`src/rtl/mem_request_router.sv`:
```
// Round-robin router from per-core request ports to a single in-order memory port.
// Responses are steered back to the owning core through a core-id FIFO.
package mem_request_router_pkg;
    typedef struct packed {
        logic        vld;
        logic        we;
        logic [15:0] addr;
        logic [31:0] data;
    } request_t;
endpackage

module mem_request_router
    import mem_request_router_pkg::*;
#(
    parameter int NUM_CORES       = 4,
    parameter int REQ_FIFO_DEPTH  = 4,
    parameter int MAX_OUTSTANDING = 16
) (
    input  logic                                 clk,
    input  logic                                 reset,
    input  request_t [NUM_CORES-1:0]             core_req,
    output logic     [NUM_CORES-1:0]             core_req_grant,
    output request_t [NUM_CORES-1:0]             core_rsp,
    output request_t                             mem_req,
    input  logic                                 mem_req_ready,
    input  request_t                             mem_rsp,
    output logic [$clog2(MAX_OUTSTANDING+1)-1:0] outstanding,
    output logic                                 rsp_err
);
    localparam int RRW = (NUM_CORES > 1) ? $clog2(NUM_CORES) : 1;
    localparam int RAW = $clog2(REQ_FIFO_DEPTH);
    localparam int IAW = $clog2(MAX_OUTSTANDING);
    localparam int OW  = $clog2(MAX_OUTSTANDING + 1);
    localparam logic [OW-1:0] MAX_OUT = OW'(MAX_OUTSTANDING);

    request_t                 req_mem_q [REQ_FIFO_DEPTH];
    logic [RAW:0]             req_wr_q, req_rd_q;
    logic [RRW-1:0]           id_mem_q [MAX_OUTSTANDING];
    logic [IAW:0]             id_wr_q, id_rd_q;
    logic [RRW-1:0]           rr_ptr_q, rr_ptr_d;
    logic [OW-1:0]            out_q, out_d;
    request_t [NUM_CORES-1:0] core_rsp_q, core_rsp_d;
    logic                     rsp_err_q;

    logic           req_empty, req_full, id_empty, accept;
    logic           grant_vld, req_pop, rsp_fire, rsp_spur;
    logic [RRW-1:0] winner;

    function automatic logic [RRW-1:0] wrap_idx(input logic [RRW-1:0] base, input int k);
        int s;
        s = int'(base) + k;
        return RRW'(s % NUM_CORES);
    endfunction

    assign req_empty = (req_wr_q == req_rd_q);
    assign req_full  = (req_wr_q[RAW] != req_rd_q[RAW]) &&
                       (req_wr_q[RAW-1:0] == req_rd_q[RAW-1:0]);
    assign id_empty  = (id_wr_q == id_rd_q);
    // Accept looks at pre-pop occupancy, so a full FIFO never takes a push even while popping.
    assign accept    = !reset && !req_full && (out_q < MAX_OUT);
    assign req_pop   = !req_empty && mem_req_ready;
    assign rsp_fire  = mem_rsp.vld && (out_q != '0) && !id_empty;
    assign rsp_spur  = mem_rsp.vld && (out_q == '0);

    // NOTE: every variable written here gets a default first, so no latch can be inferred.
    always_comb begin
        grant_vld      = 1'b0;
        winner         = '0;
        core_req_grant = '0;
        for (int k = 0; k < NUM_CORES; k++) begin
            if (accept && !grant_vld && core_req[wrap_idx(rr_ptr_q, k)].vld) begin
                grant_vld = 1'b1;
                winner    = wrap_idx(rr_ptr_q, k);
            end
        end
        if (grant_vld) core_req_grant[winner] = 1'b1;
    end

    always_comb begin
        rr_ptr_d = rr_ptr_q;
        if (grant_vld) rr_ptr_d = (winner == RRW'(NUM_CORES - 1)) ? '0 : winner + 1'b1;

        out_d = out_q;
        case ({grant_vld, rsp_fire})
            2'b10:   out_d = out_q + OW'(1);
            2'b01:   out_d = out_q - OW'(1);
            default: out_d = out_q;
        endcase

        core_rsp_d = '0;
        if (rsp_fire) core_rsp_d[id_mem_q[id_rd_q[IAW-1:0]]] = mem_rsp;
    end

    always_ff @(posedge clk) begin
        if (reset) begin
            req_wr_q   <= '0;
            req_rd_q   <= '0;
            id_wr_q    <= '0;
            id_rd_q    <= '0;
            rr_ptr_q   <= '0;
            out_q      <= '0;
            core_rsp_q <= '0;
            rsp_err_q  <= 1'b0;
        end else begin
            if (grant_vld) begin
                req_wr_q <= req_wr_q + 1'b1;
                id_wr_q  <= id_wr_q + 1'b1;
            end
            if (req_pop)  req_rd_q <= req_rd_q + 1'b1;
            if (rsp_fire) id_rd_q  <= id_rd_q + 1'b1;
            rr_ptr_q   <= rr_ptr_d;
            out_q      <= out_d;
            core_rsp_q <= core_rsp_d;
            if (rsp_spur) rsp_err_q <= 1'b1;
        end
    end

    // NOTE: storage arrays carry no reset; the pointers alone define which entries are live.
    always_ff @(posedge clk) begin
        if (grant_vld) begin
            req_mem_q[req_wr_q[RAW-1:0]] <= core_req[winner];
            id_mem_q[id_wr_q[IAW-1:0]]   <= winner;
        end
    end

    assign mem_req     = req_empty ? '0 : req_mem_q[req_rd_q[RAW-1:0]];
    assign core_rsp    = core_rsp_q;
    assign outstanding = out_q;
    assign rsp_err     = rsp_err_q;

endmodule
```
`config.mk`:
```
export PLATFORM = sky130hd
export DESIGN_NAME = mem_request_router
export DESIGN_NICKNAME = d
export VERILOG_FILES = /design/src/rtl/mem_request_router.sv
export SDC_FILE = /design/constraint.sdc
export NUM_CORES = 1
export LEC_CHECK = 0
export BUFFER_PORTS_ARGS = -buffer_cell sky130_fd_sc_hd__buf_2
export CORE_UTILIZATION = 45
export CTS_BUF_LIST = sky130_fd_sc_hd__clkbuf_4 sky130_fd_sc_hd__clkbuf_8 sky130_fd_sc_hd__clkbuf_16
export DETAILED_ROUTE_END_ITERATION = 6
export GPL_ROUTABILITY_DRIVEN = 0
export PLACE_DENSITY = 0.74
export SYNTH_ARGS = -nofsm -noshare
export SYNTH_HDL_FRONTEND = slang
export SYNTH_SLANG_ARGS = --single-unit
```
`constraint.sdc`:
```
create_clock -name clk -period 3.1 [get_ports clk]
set_clock_uncertainty 0.2 [all_clocks]
set_input_delay 0.465 -clock clk [delete_from_list [all_inputs] [get_ports clk]]
set_output_delay 0.465 -clock clk [all_outputs]
set_load 0.1 [all_outputs]
```
=== Word level (Yosys, flattened, before mapping) ===
Memories as Yosys holds them, arrays and structs flattened. A register that Yosys moved wholly into a read port is not among the register bits.
Cells that the tools add are included.

* Reductions and logical operators: 27
* Eq/ne operators: 7
* Bitwise gates (word level): 2
* $add $sub $neg: 10
* Order comparisons: 9
* Muxes and demuxes: 32

{| class="wikitable"
|+ Operators by type and width
! kind !! count
|-
| 50-bit binary-select mux with 2-bit select || 5
|-
| 50-bit two-way mux || 7
|-
| 200-bit AND || 1
|-
| 50-bit demux with 2-bit select || 1
|-
| 2-bit by 3-bit less-than comparator with 1-bit output, second input constant || 6
|-
| 1-bit logical AND || 16
|-
| 5-bit by 1-bit adder with 5-bit output, second input constant || 3
|-
| 2-bit two-way mux || 7
|-
| 4-bit two-way mux || 3
|-
| 5-bit case mux with 2 select lines || 1
|-
| 1-bit logical NOT || 7
|-
| 1-bit two-way mux || 7
|-
| 3-bit by 1-bit adder with 3-bit output, second input constant || 2
|-
| 5-bit == test || 1
|-
| 5-bit logical NOT || 1
|-
| 5-bit less-than comparator, second input constant || 1
|-
| 5-bit nonzero test || 1
|-
| 5-bit by 1-bit subtractor with 5-bit output, second input constant || 1
|-
| 2-bit by 1-bit adder with 2-bit output, second input constant || 2
|-
| 2-bit adder, second input constant || 2
|-
| 2-bit == test, second input constant || 2
|-
| 2-bit by 1-bit greater-or-equal comparator with 1-bit output, second input constant || 2
|-
| 3-bit == test || 1
|-
| 1-bit demux with 2-bit select || 1
|-
| 6 further kinds || 6
|}

* Word-level logic and storage cells: 112
* Bits in registers: 224
* Memory bits (writable): 232
* Memories: 2

{| class="wikitable"
|+ Memories
! name !! depth !! width !! read ports !! clocked after memory_dff !! write ports !! RTL line !! source
|-
| req_mem_q || 4 || 50 || 1 || 1 || 1 || 36 || <nowiki>request_t req_mem_q [REQ_FIFO_DEPTH];</nowiki>
|-
| id_mem_q || 16 || 2 || 1 || 1 || 1 || 38 || <nowiki>logic [RRW-1:0] id_mem_q [MAX_OUTSTANDING];</nowiki>
|}

=== Depth between registers and ports, before layout ===
Gate-level depths: netlist of run 1.

* Depth in word-level cells: 24
* Mapped depth: 13
* Gate-level depth less buffers: 10

=== Least setup slack after synthesis of run 1 ===
OpenSTA, ideal clock, no wires.

* Path type: reg2out
* Start point: reg out_q[4], in the netlist outstanding[4]
* End point: out core_req_grant[3]
* Data arrival time: 3157 ps
* Path slack: -722 ps
* Path buffers: 1
* Data required time: 2435 ps
* Stages on the path, launching flop included: 8
* Cell sequence: dfxtp_1 -> or2_1 -> a31oi_1 -> o2111ai_1 -> inv_2 -> buf_1 -> ha_1 -> and2_1

* Cells in the longest elaborated chain, start to end: 21

{| class="wikitable"
|+ RTL lines
! what !! RTL line !! source
|-
| start, declared || 41 || <nowiki>logic [OW-1:0] out_q, out_d;</nowiki>
|-
| start signal, assigned || 112 || <nowiki>out_q <= out_d;</nowiki>
|-
| 5-bit less-than comparator * || 60 || <nowiki>assign accept = !reset && !req_full && (out_q < MAX_OUT);</nowiki>
|-
| 1-bit logical AND * || 60 ||
|-
| 1-bit logical AND || 71 || <nowiki>if (accept && !grant_vld && core_req[wrap_idx(rr_ptr_q, k)].vld) begin</nowiki>
|-
| 1-bit two-way mux || 71 ||
|-
| 1-bit logical NOT || 71 ||
|-
| 1-bit logical AND (2 in a row) || 71 ||
|-
| 1-bit two-way mux || 71 ||
|-
| 1-bit logical NOT || 71 ||
|-
| [4 not listed] || -- ||
|-
| 1-bit logical AND (2 in a row) || 71 ||
|-
| 2-bit two-way mux * || 71 ||
|-
| net winner[0] || 47 || <nowiki>logic [RRW-1:0] winner;</nowiki>
|-
| 2-bit by 3-bit less-than comparator with 1-bit output (implied by the code) or 2-bit by 1-bit greater-or-equal comparator with 1-bit output (tied branches) || 76 || <nowiki>if (grant_vld) core_req_grant[winner] = 1'b1;</nowiki>
|-
| 1-bit logical AND (implied by the code) || 76 ||
|-
| 1-bit two-way mux (implied by the code) || 76 ||
|-
| 1-bit demux with 2-bit select * || 76 ||
|-
| 4-bit two-way mux * || 76 ||
|-
| end, declared || 22 || <nowiki>output logic [NUM_CORES-1:0] core_req_grant,</nowiki>
|}

The timed path passes the listed nets; every way through them passes the cells marked *.

==> results of run 1 <==
## power groups by stage
| stage | sequential (mW) | clock, mW | combinational (mW) |
|---|---|---|---|
| after CTS | 7.02 | 5.70 | 6.26 |
| after floorplan | 7.58 | 0 | 4.23 |
| final | 7.02 | 5.61 | 6.32 |
| after global placement | 7.14 | 0 | 5.99 |
| after detailed placement | 7.17 | 0 | 6.03 |
| after global routing | 7.05 | 5.96 | 6.63 |
## layout make-up
class / instances / area (µm²)
clock inverters: 26 / 239.0
fillers: 2897 / 14940
multi-input cells: 731 / 5463
flip-flops and latches: 462 / 11590
clock buffers: 61 / 1318
repair buffers: 606 / 3740
well taps: 511 / 639.4
inverters: 14 / 68.82
diodes: 6 / 15.01
## timing repair
action	4_1_cts	5_1_grt
buffers inserted	5	1
gates cloned	1	1
pin swaps	1	1
hold buffers	48	0
hold endpoints to repair	185	0
endpoints found under the setup margin	44	44
resized for setup	20	28
## path summary, 6_finish.rpt
path / to / slack [ps] / cells after the start
setup / recovery: mem_req[31] / 80 / 5
hold / removal: core_rsp[126] / 20 / 2
setup reg to reg: core_rsp[105] / 310 / 6
hold reg to reg: outstanding[4] / 300 / 2
## worst max-delay path, cell delays in order, from the launching register on
cell     delay, ps
dfxtp_1        390
xor2_2         250
and3b_2        320
buf_4          230
nor2b_1        130
buf_2          450
## layer usage
metal	vias up	GRT usage	part of all wire
li1	5909	-	-
met2	560	0.3715	0.49
met3	100	0.05789	0.077
met4	6	0.1040	0.036
met1	6084	0.2803	0.40
met5	-	0	0.00096
## cells in the mapped netlist (3+ instances only)
library cell / count / area share
a21oi_1: 54 / 0.015
inv_2: 3 / 0.00064
nor3b_1: 4 / 0.0017
and2_1: 12 / 0.0043
nand2_1: 158 / 0.034
a31oi_1: 4 / 0.0014
mux2i_1: 7 / 0.0040
nor3_1: 7 / 0.0020
clkbuf_1: 40 / 0.0086
nor2b_1: 54 / 0.019
buf_2: 40 / 0.011
xor2_1: 12 / 0.0060
dfxtp_1: 230 / 0.26
ha_1: 18 / 0.013
edfxtp_1: 232 / 0.40
nor2_1: 36 / 0.0077
nand4_1: 3 / 0.0011
and3_1: 197 / 0.070
buf_6: 11 / 0.0071
nand2b_1: 7 / 0.0025
a21o_1: 3 / 0.0013
inv_1: 11 / 0.0024
buf_1: 12 / 0.0026
xnor2_1: 8 / 0.0040
a32oi_1: 49 / 0.024
mux4_2: 58 / 0.075
## sequential cells by signal, summed over array words and instances, names as in the netlist, named ones only
| name | count |
|---|---|
| outstanding | 5 |
| id_wr_q | 5 |
| id_rd_q | 5 |
| rr_ptr_q | 2 |
| req_mem_q | 200 |
| req_wr_q | 3 |
| req_rd_q | 3 |
| id_mem_q | 32 |
| core_rsp | 200 |
| rsp_err | 1 |
## kinds of logic after synthesis
| family | after synthesis |
|---|---|
| AND/OR/NAND/NOR | 491 |
| flip-flops | 462 |
| AO/OA/AOI/OAI | 134 |
| buffers and inverters | 119 |
| multiplexers | 67 |
| XOR/XNOR | 20 |
| adder cells (fa/ha/maj) | 18 |
## through the flow
stage            util  area, µm²  setup TNS (ps)  setup WS [ps]
6_report       0.6070      23080               0          80.51
4_1_cts        0.6039      22960               0          13.31
5_1_grt        0.6069      23070          -42.03         -29.81
2_1_floorplan       -      17590          -404.7         -8.094
3_5_place_dp   0.5468      20790               0          226.2
3_3_place_gp   0.5468      20790               0          264.5
==> out/qor.yml, run 1 <==
layout:
  layout.cells.non_filler: 2417
  layout_commonest_cell: "buf_2"
  final_layout_size_suffix_gt1_frac: 0.3900
  fin_nets: 2133
  synthToLayoutAreaGrowth_pct: 31.64
  mostFrequentLayoutCells: "buf_2 (473), edfxtp_1 (232), dfxtp_1 (219)"
synthesis:
  synth_edf_count: 232
  ys_ff_latch: 462
  synth_top_family_by_area: "simple AND/OR/NAND/NOR gates"
  synth_simple_gate_area_share: 0.1479
  syn_area_per_cell_um2: 13.37
  syn-cell-area_um2: 17530
  async_reset_ff_frac: 0
  synth_xor_area_frac: 0.009992
  synth_fa_ha_area_frac: 0.01285
  yosys_warnings: 0
  syn_nets: 1582
  ys_seq_area_frac: 0.6601
  synth_compound_area_frac: 0.05596
  ys.flop_type: "edfxtp_1"
  synth_mux_area_frac: 0.07979
  ys_types: 54
  netlist_instances: 1311
critical_path:
  setup.worst_path.end_class: "output port"
  start_kind: "flip-flop"
  critPathKind: "reg2out"
  cp-startpoint: "req_rd_q[2]"
  arrival_ps: 2350
  crit_fanout: 15
  cp.required_ps: 2430
run:
  max_cap_viol_count: 0
floorplan:
  dieWidth_um: 199.4
  die_area_um2: 39750
  core_area_um2: 38020
  fp-row-count: 71
  start_util: 0.4611
  pin_count: 513
  die_h_um: 199.4
cts:
  path_clk_slew_ps: 60
  cts_tree: "done"
  clkSinkCount: 462
  cts_buffers: 47
  cts_buffer_depth: 3
  htreeDepth: 2
  insertion_delay_ps: 580
  cts_root_buf: "clkbuf_16"
sta:
  period_minus_slack_ps: 3019
  worst_hold_slack_ps: 21.41
  max_slew.worst_pin.slew_ps: 830.3
  slew-limit-headroom: 0.4452
  setup_viol: 0
  post-route-period-util: 0.9740
  hold_viol_final: 0
  maxSlewViolCount: 0
  timing.fmax_ghz: 0.3312
grt:
  grt_max_degree: 84
  grt_usage: 0.2263
  antenna_found_initial: 8
  grt_pass1_wl_um: 68020
  grt_pass1_vias: 12050
  grt_overflow: 0
place:
  place_hpwl_um: 31700
  io_buffers: 512
  dp_cells: 2268
route:
  first_pass_iters: 5
  vias: 12660
  ant_nets: 0
  drt_iter0_drc: 791
  viasPerCell: 5.237
  drcViolationCount: 0
  wire_per_inst_um: 19.40
  drt_wl_total_um: 46880
power:
  internal_power_mw: 11.72
  comb_power_share: 0.333
  seq_power_share: 0.371
  p_sw_frac: 0.3814
  p_clk_frac: 0.296
  power.density_nw_per_um2: 821.3
  power_switching_mw: 7.228
  p_leak_nw: 10.41
  p_total_mw: 18.95
  vdd_ir_drop_max_mv: 0.7511
hold_path:
  hp-start: "mem_rsp[26]"
  hp-class: "in2reg"
run_status:
  status: "completed"
Power figures use the tool's default switching activity.
==> run 2, diff against run 1 <==
SETUP_SLACK_MARGIN = 0.1   (was unset)
==> run 2 against run 1 <==
  * Worst setup slack improved by 59 ps
  * Sequential cell count unchanged
  * Wire length increased by 3.6%
  * Largest cell class unchanged
  * Largest power group unchanged
  * Fmax increased by 2.0%
  * Register-to-register slack got worse by 50 ps
  * Critical path type unchanged
  * Hold slack improved by 9.4 ps
  * Critical path depth increased by 2
==> out/qor.yml, run 2 (synthesis gave the netlist of run 1 again) <==
sta:
  worst_hold_slack_ps: 30.77  # +9.364 ps
  post-route-period-util: 0.9551  # -0.01897
  hold_viol_final: 0  # unchanged
  maxSlewViolCount: 0  # unchanged
  setup_viol: 0  # unchanged
  tns_ps: 0  # unchanged
  period_minus_slack_ps: 2961  # -58.81 ps
  rsz0062_at_grt: "yes"
  max_slew.worst_pin.slew_ps: 854.3  # +24.02 ps
  timing.fmax_ghz: 0.3378  # +2.0%
  slew-limit-headroom: 0.4297  # -0.01556
grt:
  grt_overflow: 0  # unchanged
  grt_pass1_vias: 12140  # +0.76%
  grt_usage: 0.2317  # +0.005434
  grt_pass1_wl_um: 69260  # +1.8%
  antenna_found_initial: 13  # +5
  grt_max_degree: 93  # +11%
run:
  max_cap_viol_count: 0  # unchanged
route:
  drt_iter0_drc: 795  # +0.51%
  drcViolationCount: 0  # unchanged
  drt_wl_total_um: 48570  # +3.6%
  vias: 12820  # +1.3%
  wire_per_inst_um: 20.15  # +3.9%
  first_pass_iters: 6  # +1
  viasPerCell: 5.321  # +1.6%
  ant_nets: 0  # unchanged
critical_path:
  cp.required_ps: 2430  # about the same
  start_kind: "flip-flop"
  critPathSlowestCell: "dfxtp_4"
  critPathKind: "reg2out"
  crit_fanout: 5  # -10
  arrival_ps: 2300  # -50 ps
  setup.worst_path.end_class: "output port"
  critPathMaxStageDelay_ps: 380  # -70 ps
  path_buf_inv: 2  # unchanged
  crit_path_cell_trace: "xnor2_4, a31oi_2, o2111ai_2, buf_4, ha_1, and2_2, buf_12"
  critPathTopFamily: "compound AO/OA/AOI/OAI gates"
cts:
  cts_buffer_depth: 3  # unchanged
  cts_tree: "done"
  cts_buffers: 46  # -2.1%
  path_clk_slew_ps: 60  # about the same
  htreeDepth: 2  # unchanged
  insertion_delay_ps: 570  # about the same
  clkSinkCount: 462  # unchanged
  cts_root_buf: "clkbuf_16"
floorplan:
  die_h_um: 199.4  # unchanged
  dieWidth_um: 199.4  # unchanged
  start_util: 0.4611  # unchanged
  die_area_um2: 39750  # unchanged
  core_area_um2: 38020  # unchanged
  fp-row-count: 71  # unchanged
  pin_count: 513  # unchanged
run_status:
  status: "completed"
layout:
  stdcell_area_um2: 23170  # +0.41%
  fin_nets: 2124  # -0.42%
  mostFrequentLayoutCells: "buf_2 (459), edfxtp_1 (232), dfxtp_1 (219)"
  layout_commonest_cell: "buf_2"
  fillers: 2868  # -1.0%
  synthToLayoutAreaGrowth_pct: 32.17
  final_layout_size_suffix_gt1_frac: 0.3870  # -0.003023
hold_path:
  hp-class: "in2reg"
power:
  p_leak_nw: 10.38  # -0.21%
  power.density_nw_per_um2: 831.8  # +1.3%
  vdd_ir_drop_max_mv: 0.7384  # -1.7%
place:
  placed_cell_area_um2: 20720  # -0.35%
  place_hpwl_um: 32240  # +1.7%
  io_buffers: 512  # unchanged
run 2: cell count changes in the layout (fill, tap and decap cells not counted), moves of 4 or more:
cell | before | now
buf_2 | 473 | 459
clkbuf_8 | 3 | 7
clkinv_2 | 10 | 5
bufinv_16 | 2 | 6
diode_2 | 6 | 10
buf_4 | 46 | 51
run 2: metrics by stage:
stage | setup slack (ps) | total power [mW] | cells | util
floorplan | -8.094 | 11.81 | 1311 | -
global placement | 188.8 | 13.11 | 2257 | 0.5449
detailed placement | 89.38 | 13.17 | 2257 | 0.5449
CTS | 38.01 | 19.27 | 2396 | 0.6048
global route | 35.34 | 19.95 | 2407 | 0.6092
finish | 139.3 | 19.27 | 2410 | 0.6094
run 2: worst register-to-register path: cells and delay by family, from the launching register on:
kind	cells	cell delay (ps)
AND/OR/NAND/NOR	1	290
flip-flops	1	490
AO/OA/AOI/OAI	2	960
buffers and inverters	2	310
multiplexers	1	530
run 2: final timing paths:
check	startpoint	to	slack [ps]	depth (start not counted)
max reg2reg	flip-flop	core_rsp[124]	260	6
min	mem_rsp[20]	core_rsp[120]	30	2
max	req_wr_q[0]	core_req_grant[2]	140	7
min reg2reg	rsp_err	rsp_err	280	2
run 2: metal layers:
layer,routed length [µm],global-route usage,vias up
met5,47,0,-
met4,1806,0.1105,8
met3,3878,0.06076,115
met2,23930,0.3895,634
met1,18910,0.2768,6174
li1,-,-,5892
run 2: repair_timing:
action	CTS	global route
hold buffers	48	0
gates resized for setup	38	30
setup endpoints to repair	74	131
gates cloned	0	2
buffers inserted	7	2
endpoints found under the hold margin	175	0
pin swaps	2	5
run 2: cell type report:
cell class / instances / area, µm² / area share
Antenna cell: 10 / 25.02 / 0.001080
Sequential cell: 462 / 11600 / 0.5005
Timing Repair Buffer: 597 / 3694 / 0.1594
Multi-Input combinational cell: 732 / 5519 / 0.2382
Clock inverter: 20 / 277.8 / 0.01199
Clock buffer: 64 / 1365 / 0.05891
Inverter: 14 / 53.80 / 0.002322
Tap cell: 511 / 639.4 / 0.02759
run 2: report_power, final:
part	leakage [nW]	switching, mW	total [mW]	internal [mW]
sequential	3.99	0.156	7.03	6.88
combinational	5.58	4.72	6.38	1.66
clock	0.813	2.27	5.86	3.59
